**config.mk**
```make
export PLATFORM = sky130hd
export DESIGN_NAME = addsub_seq_ctrl
export DESIGN_NICKNAME = d
export VERILOG_FILES = /design/src/rtl/addsub_pkg.sv /design/src/rtl/addsub_seq_ctrl_nibble_adder.sv /design/src/rtl/addsub_seq_ctrl.sv
export SDC_FILE = /design/constraint.sdc
export NUM_CORES = 1
export LEC_CHECK = 0
export ABC_CLOCK_PERIOD_IN_PS = 3670
export CORE_MARGIN = 3
export CORE_UTILIZATION = 39
export DETAILED_ROUTE_END_ITERATION = 10
export PLACE_DENSITY_LB_ADDON = 0.2
export SYNTH_ARGS = -nofsm -noshare
export SYNTH_HDL_FRONTEND = slang
export SYNTH_SLANG_ARGS = --single-unit
```
**constraint.sdc**
```tcl
create_clock -name clk -period 3.67 [get_ports clk]
set_input_delay 0.734 -clock clk [delete_from_list [all_inputs] [get_ports clk]]
set_output_delay 0.734 -clock clk [all_outputs]
set_load 0.02 [all_outputs]
```
**src/rtl/addsub_pkg.sv**
```systemverilog
// addsub_pkg: FSM state encoding and default slice count shared by the add/sub sequencer.
package addsub_pkg;
    typedef enum logic [1:0] {
        IDLE = 2'b00,
        RUN  = 2'b01,
        DONE = 2'b10
    } state_t;

    localparam int N_NIBBLES_DEF = 4;
endpackage

```
**src/rtl/addsub_seq_ctrl_nibble_adder.sv**
```systemverilog
// nibble_adder: combinational 4-bit adder exposing the carry into bit 3 for overflow detection.
module nibble_adder (
    input  logic [3:0] a,
    input  logic [3:0] b,
    input  logic       cin,
    output logic [3:0] s,
    output logic       c3,
    output logic       cout
);
    logic [3:0] lo;

    assign lo        = {1'b0, a[2:0]} + {1'b0, b[2:0]} + {3'b000, cin};
    assign c3        = lo[3];
    assign {cout, s} = {1'b0, a} + {1'b0, b} + {4'b0000, cin};
endmodule

```
**src/rtl/addsub_seq_ctrl.sv**
```systemverilog
// addsub_seq_ctrl: W-bit two's-complement add/subtract computed one nibble per cycle
// through a single shared nibble_adder, with valid/ready handshakes on both sides.
module addsub_seq_ctrl
    import addsub_pkg::*;
#(
    parameter  int N_NIBBLES = N_NIBBLES_DEF,
    localparam int W         = 4 * N_NIBBLES
) (
    input  logic         clk,
    input  logic         rst_n,
    input  logic         in_valid,
    output logic         in_ready,
    input  logic [W-1:0] a,
    input  logic [W-1:0] b,
    input  logic         is_sub,
    output logic         out_valid,
    input  logic         out_ready,
    output logic [W-1:0] sum,
    output logic         ovfl,
    output logic         cout,
    output logic         zero,
    output logic         busy
);
    localparam int IW = (N_NIBBLES > 1) ? $clog2(N_NIBBLES) : 1;

    state_t          state, nxt;
    logic [IW-1:0]   idx;
    logic            carry_reg;
    logic            sub_reg;
    logic [W-1:0]    a_reg, b_reg;
    logic [W-1:0]    sum_nx;
    logic [3:0]      na, nb, ns;
    logic            c3, co, last;

    assign last = idx == IW'(N_NIBBLES - 1);
    assign na   = a_reg[4*idx +: 4];
    // Subtraction is A + ~B + 1; the +1 comes from carry_reg seeded with is_sub.
    assign nb   = b_reg[4*idx +: 4] ^ {4{sub_reg}};

    nibble_adder u_nib (
        .a    (na),
        .b    (nb),
        .cin  (carry_reg),
        .s    (ns),
        .c3   (c3),
        .cout (co)
    );

    always_comb begin
        sum_nx            = sum;
        sum_nx[4*idx +: 4] = ns;
    end

    always_comb begin
        nxt = state;
        unique case (state)
            IDLE:    nxt = in_valid ? RUN : IDLE;
            RUN:     nxt = last ? DONE : RUN;
            DONE:    nxt = out_ready ? IDLE : DONE;
            default: nxt = IDLE;
        endcase
    end

    always_ff @(posedge clk or negedge rst_n) begin
        if (!rst_n) state <= IDLE;
        else        state <= nxt;
    end

    always_ff @(posedge clk or negedge rst_n) begin
        if (!rst_n) begin
            idx       <= '0;
            carry_reg <= 1'b0;
            sub_reg   <= 1'b0;
            a_reg     <= '0;
            b_reg     <= '0;
            sum       <= '0;
            ovfl      <= 1'b0;
            cout      <= 1'b0;
            zero      <= 1'b0;
        end else if (state == IDLE && in_valid) begin
            a_reg     <= a;
            b_reg     <= b;
            sub_reg   <= is_sub;
            carry_reg <= is_sub;
            idx       <= '0;
        end else if (state == RUN) begin
            sum       <= sum_nx;
            carry_reg <= co;
            idx       <= last ? '0 : idx + 1'b1;
            if (last) begin
                ovfl <= c3 ^ co;
                cout <= co;
                zero <= ~|sum_nx;
            end
        end
    end

    // in_ready is masked by rst_n so every output reads 0 while reset is held.
    assign in_ready  = (state == IDLE) && rst_n;
    assign out_valid = state == DONE;
    assign busy      = state != IDLE;
endmodule
```
# Yosys cells after proc, flatten, opt, wreduce, memory -nomap -nowiden
# Index checks and enable logic that the tools add are counted.
[totals] regBits=57 elab_cells=45 input_bits=37 out_inout_bits=22
[classes] muxes=10 shifts=4 n_bitwise=3 add_sub_neg=6 n_reduce_logical=9 n_eq_ne=3
[op_table] cell="4-bit negation with 34-bit output" n=1
[op_table] cell="4-bit by 34-bit variable shift with 16-bit output (first input constant)" n=1
[op_table] cell="4-bit by 34-bit indexed part select with 16-bit output" n=1
[op_table] cell="16-bit by 5-bit indexed part select with 4-bit output" n=2
[op_table] cell="16-bit bitwise mux" n=1
[op_table] cell="16-bit OR reduction" n=1
[op_table] cell="2-bit two-way mux" n=5
[op_table] cell="2-bit one-hot mux with 3 select lines" n=1
[op_table] cell="4-bit by 4-bit adder with 5-bit output" n=1
[op_table] cell="5-bit by 1-bit adder with 5-bit output" n=1
[op_table] cell="3-bit by 3-bit adder with 4-bit output" n=1
[op_table] cell="4-bit by 1-bit adder with 4-bit output" n=1
[op_table] cell="2-bit equality test (second input constant)" n=2
[op_table] cell="2-bit nonzero test" n=2
[op_table] cell="4-bit bitwise XOR" n=1
[op_table] cell="1-bit two-way mux" n=3
[op_table] cell="3-bit AND reduction" n=1
[op_table] cell="2-bit by 1-bit adder with 2-bit output (second input constant)" n=1
[op_table] cell="2-bit by 1-bit equality test with 1-bit output (second input constant)" n=1
[op_table] cell="1-bit logical AND" n=2
[op_table] cell="2-bit logical NOT" n=1
[op_table] cell="2-bit AND reduction" n=1
[op_table] cell="1-bit logical NOT" n=1
[op_table] cell="1-bit NOT" n=1
[op_table] cell="1-bit bitwise XOR" n=1

# Longest topological paths before layout
[logic_depth] depth_word=8 ltp_mapped=11 mapped_depth_nobuf=9

# By module
# A second synthesis with hierarchy kept.
[hier_totals] hier_cells=291 area_unflattened_um2=2857.7
[by_module_without_submodules] mod="addsub_seq_ctrl" cells_per_inst=274 area_per_inst_um2=2707.6 seq_area_each_um2=1426.4 instances=1
[by_module_without_submodules] mod="nibble_adder" cells_per_inst=17 area_per_inst_um2=150.1 seq_area_each_um2=0.0 instances=1

# Worst setup path before layout
# OpenSTA, ideal clock, no wires.
[synth_timing] path_type="register to register" from="register idx[0]" to="register zero" t_required_ns=3.548 synth_period_minus_slack_ns=3.130 stages_incl_launch_ff=12 arrival_time_ns=3.009 setup_time_ns=0.122 path_buffers=2 slack_ns=0.540 cell_sequence="dfrtp_1 -> buf_6 -> buf_4 -> mux4_2 -> xnor2_1 -> fa_1 -> fa_1 -> nor4b_1 -> mux2i_1 -> o2111ai_1 -> nor4_2 -> a32o_1"
[synth_between] elab_chain_cells=8 word_cells_on_any_way=13 classes_between="add/sub: 3; eq/ne: 1; shift: 4; mux: 1; bitwise: 1; reduce/logical: 3"
[synth_rtl] item="from (decl)" line="addsub_seq_ctrl.sv:27" text="logic [IW-1:0] idx;"
[synth_rtl] item="from (signal assigned)" line="addsub_seq_ctrl.sv:89" text="idx <= last ? '0 : idx + 1'b1;"
[synth_rtl] item="16-bit by 5-bit indexed part select with 4-bit output" line="addsub_seq_ctrl.sv:38" text="assign nb = b_reg[4*idx +: 4] ^ {4{sub_reg}};"
[synth_rtl] item="4-bit bitwise XOR" line="addsub_seq_ctrl.sv:38"
[synth_rtl] item="4-bit by 4-bit adder with 5-bit output" line="addsub_seq_ctrl_nibble_adder.sv:14" text="assign {cout, s} = {1'b0, a} + {1'b0, b} + {4'b0000, cin};"
[synth_rtl] item="5-bit by 1-bit adder with 5-bit output" line="addsub_seq_ctrl_nibble_adder.sv:14"
[synth_rtl] item="4-bit by 34-bit indexed part select with 16-bit output" line="addsub_seq_ctrl.sv:51" text="sum_nx[4*idx +: 4] = ns;"
[synth_rtl] item="16-bit bitwise mux" line="addsub_seq_ctrl.sv:51"
[synth_rtl] item="16-bit OR reduction" line="addsub_seq_ctrl.sv:93" text="zero <= ~|sum_nx;"
[synth_rtl] item="1-bit logical NOT" line="addsub_seq_ctrl.sv:93"
[synth_rtl] item="to (signal assigned)" line="addsub_seq_ctrl.sv:93"
[synth_rtl] item="to (decl)" line="addsub_seq_ctrl.sv:21" text="output logic zero,"
# Parallel ways exist; a longest one is shown, timed or not.
# A chain may end at the register's enable or synchronous reset.

# Worst setup path in the final report
# Ends and elaborated chain as after synthesis.

==> results.sh <==
export IMPL_status="complete, no violations"
export IMPL_maxSlewHeadroom_pct=34.1
export IMPL_worstMarginPinSlew_ps=986
export IMPL_cts_tree="done"
export IMPL_cts_made_buffers=9
export IMPL_start_util_pct=41.2
export IMPL_row_count=30
export IMPL_grt_max_degree=58
export IMPL_powerDensity_nw_per_um2=1070
export IMPL_pre_cts_ws_ps=620
export IMPL_leakagePower_uw=0.00158
export IMPL_die_w_um=91.9
export IMPL_setup_viol_count_final=0
export IMPL_post_synth_cell_area_avg_sq_um=13.1
export IMPL_first_iter_violations=64
export IMPL_drt_total_wl_um=6130
export IMPL_wl_per_cell_um=16.0
export IMPL_fp_dieArea_sq_um=8450
export IMPL_yosys_warnings=0
export IMPL_clock_latency_ps=340
export IMPL_antenna_found_initial=0
export IMPL_clkTransAtPathRegs_ps=70
export IMPL_r2r_cells=10
export IMPL_hold_end="a_reg[14]$_DFFE_PN0P_"
export IMPL_skew_ps=8.02
export IMPL_yosys_most_used_dff="dfrtp_1"
export IMPL_syn_inst=219
export IMPL_firstDrtPassIters=4
export IMPL_grt_pass1_vias=2048
export IMPL_nFillCells=644
export IMPL_fin_nets=329
export IMPL_hp_start="a_reg[14]$_DFFE_PN0P_"
export IMPL_r2r_setup_slack_ps=630
export IMPL_setup_ws_ps=633
export IMPL_grt_use_total_pct=16.0
export IMPL_syn_nets=267
export IMPL_coreArea_sq_um=6980
export IMPL_vias=1963
export IMPL_min_period_over_period_pct=82.7
export IMPL_crit_fanout=22
export IMPL_htree_levels=3
export IMPL_arrival_ps=3320
export IMPL_crit_type="register to register"
export IMPL_post_cts_resized=0
export IMPL_drive_gt1_share_pct=25.2
export IMPL_synth_seq_area_share_pct=49.6
export IMPL_total_power_uw=4040
export IMPL_drtAntennaViolNets=0
export IMPL_area_growth_pct=31.0
export IMPL_synth_distinct_cells=40
export IMPL_drv_cap=0
export IMPL_netlist_area_sq_um=2880
export IMPL_worst_ir_drop_vdd_mv=0.497
export IMPL_numPortBuffers=58
export IMPL_finalMaxSlewViolations=0
export IMPL_cts_sinks=57
export IMPL_cp_end_kind="register"
export IMPL_viasPerCell=5.14
export IMPL_min_period_ps=3040
export IMPL_min_path_type="register to register"
export IMPL_layout_common_cells="57 x dfrtp_1, 57 x clkdlybuf4s50_1, 34 x mux2_2"
export IMPL_rr_endpoint="zero$_DFFE_PN0P_"
export IMPL_whs_path_depth=1
export IMPL_synthArstFlopShare_pct=100
export IMPL_die_y_um=91.9
export IMPL_io_pins=59
export IMPL_setup_tns_ps=0
export IMPL_cts_setup_buffers=0
export IMPL_critPathLaunchType="register"
export IMPL_place_hpwl_um=4360
export IMPL_ctsHoldBuffers=0
export IMPL_ys_ff_latch=57
export IMPL_synth_enable_flop_cells=0
export IMPL_grt_ovfl_total=0
export IMPL_finalWeightedCongestion=0.861
export IMPL_clock_fmax_mhz=329
export IMPL_r2r_start="idx[0]$_DFFE_PN0P_"
export IMPL_clockRootBuffer="clkbuf_8"
export IMPL_grt_pass1_wl_um=10300
export IMPL_rsz0062_at_grt="no"
export IMPL_clk_path_buf_depth=2
export IMPL_final_hold_viol_count=0
export IMPL_n_antenna_cell=0
export IMPL_worstPathRequired_ps=3950
export IMPL_drc=0
==> layout make-up <==
cell class                      count  area [sq um]  share of cell area (%)
Inverter                            8          30.0                   0.797
Multi-Input combinational cell    142          1350                    35.8
Timing Repair Buffer               63           613                    16.3
Clock buffer                       11           151                    4.02
Sequential cell                    57          1430                    37.8
Clock inverter                      5          77.6                    2.06
Tap cell                           96           120                    3.19
==> through the flow <==
step / hold WS (ps) / util (%) / instances / instance area (sq um)
finish: 503 / 54.0 / 382 / 3770
global route: 525 / 54.0 / 382 / 3770
CTS: 505 / 54.0 / 382 / 3770
detailed placement: 491 / 50.7 / 366 / 3540
global placement: 485 / 50.7 / 366 / 3540
floorplan: 438 / - / 219 / 2880
==> report_power, final <==
part	switching [uW]	internal, uW	leakage, uW	total (uW)
logic	1220	1090	0.000761	2300
registers	163	904	0.000708	1070
clock network	252	416	0.000115	669
==> Yosys cell counts (4+ instances only) <==
cell type	n	area (sq um)
a22o_1	8	70.1
a32o_1	5	50.1
mux2_2	34	383
inv_1	7	26.3
xor2_1	6	52.6
nand2b_1	4	25.0
nor3_1	5	25.0
ha_1	9	113
nand2_1	18	67.6
buf_2	5	25.0
nor2_1	4	15.0
dfrtp_1	57	1430
mux4_2	8	180
nor4b_1	4	35.0
mux2i_1	4	40.0
o21ai_0	6	30.0
==> critical path, stage by stage (launching register included) <==
cell	delay, ps
dfrtp_1	360
buf_4	310
mux4_2	550
xor2_1	200
inv_1	80
fa_1	590
nor4b_1	80
mux2i_1	190
o2111ai_1	160
nor4_2	240
a32o_1	220
==> cell families after synthesis <==
kind of cell	synth area share, %
xor+xnor	2.13
mux	21.0
simple gates	10.5
flops	49.6
buf+inv	3.48
fa+ha+maj	5.30
compound gates	8.09
==> metal layers <==
metal	share of wire [%]	track usage, %	routed length, um
met1	43	20.2	2610
met2	50	25.1	3080
met3	5.5	5.25	340
met4	1.6	6.81	99
met5	0	0	0
==> worst max-delay path by stage <==
stage	to	depth (start not counted)	startpoint
2_1_floorplan	zero$_DFFE_PN0P_	11	idx[0]$_DFFE_PN0P_
3_5_place_dp	zero$_DFFE_PN0P_	10	idx[0]$_DFFE_PN0P_
5_1_grt	zero$_DFFE_PN0P_	10	idx[0]$_DFFE_PN0P_
4_1_cts	zero$_DFFE_PN0P_	10	idx[0]$_DFFE_PN0P_
6_report	zero$_DFFE_PN0P_	10	idx[0]$_DFFE_PN0P_
3_3_place_gp	zero$_DFFE_PN0P_	10	idx[0]$_DFFE_PN0P_
No activity file was read; power rests on OpenSTA's default activity.
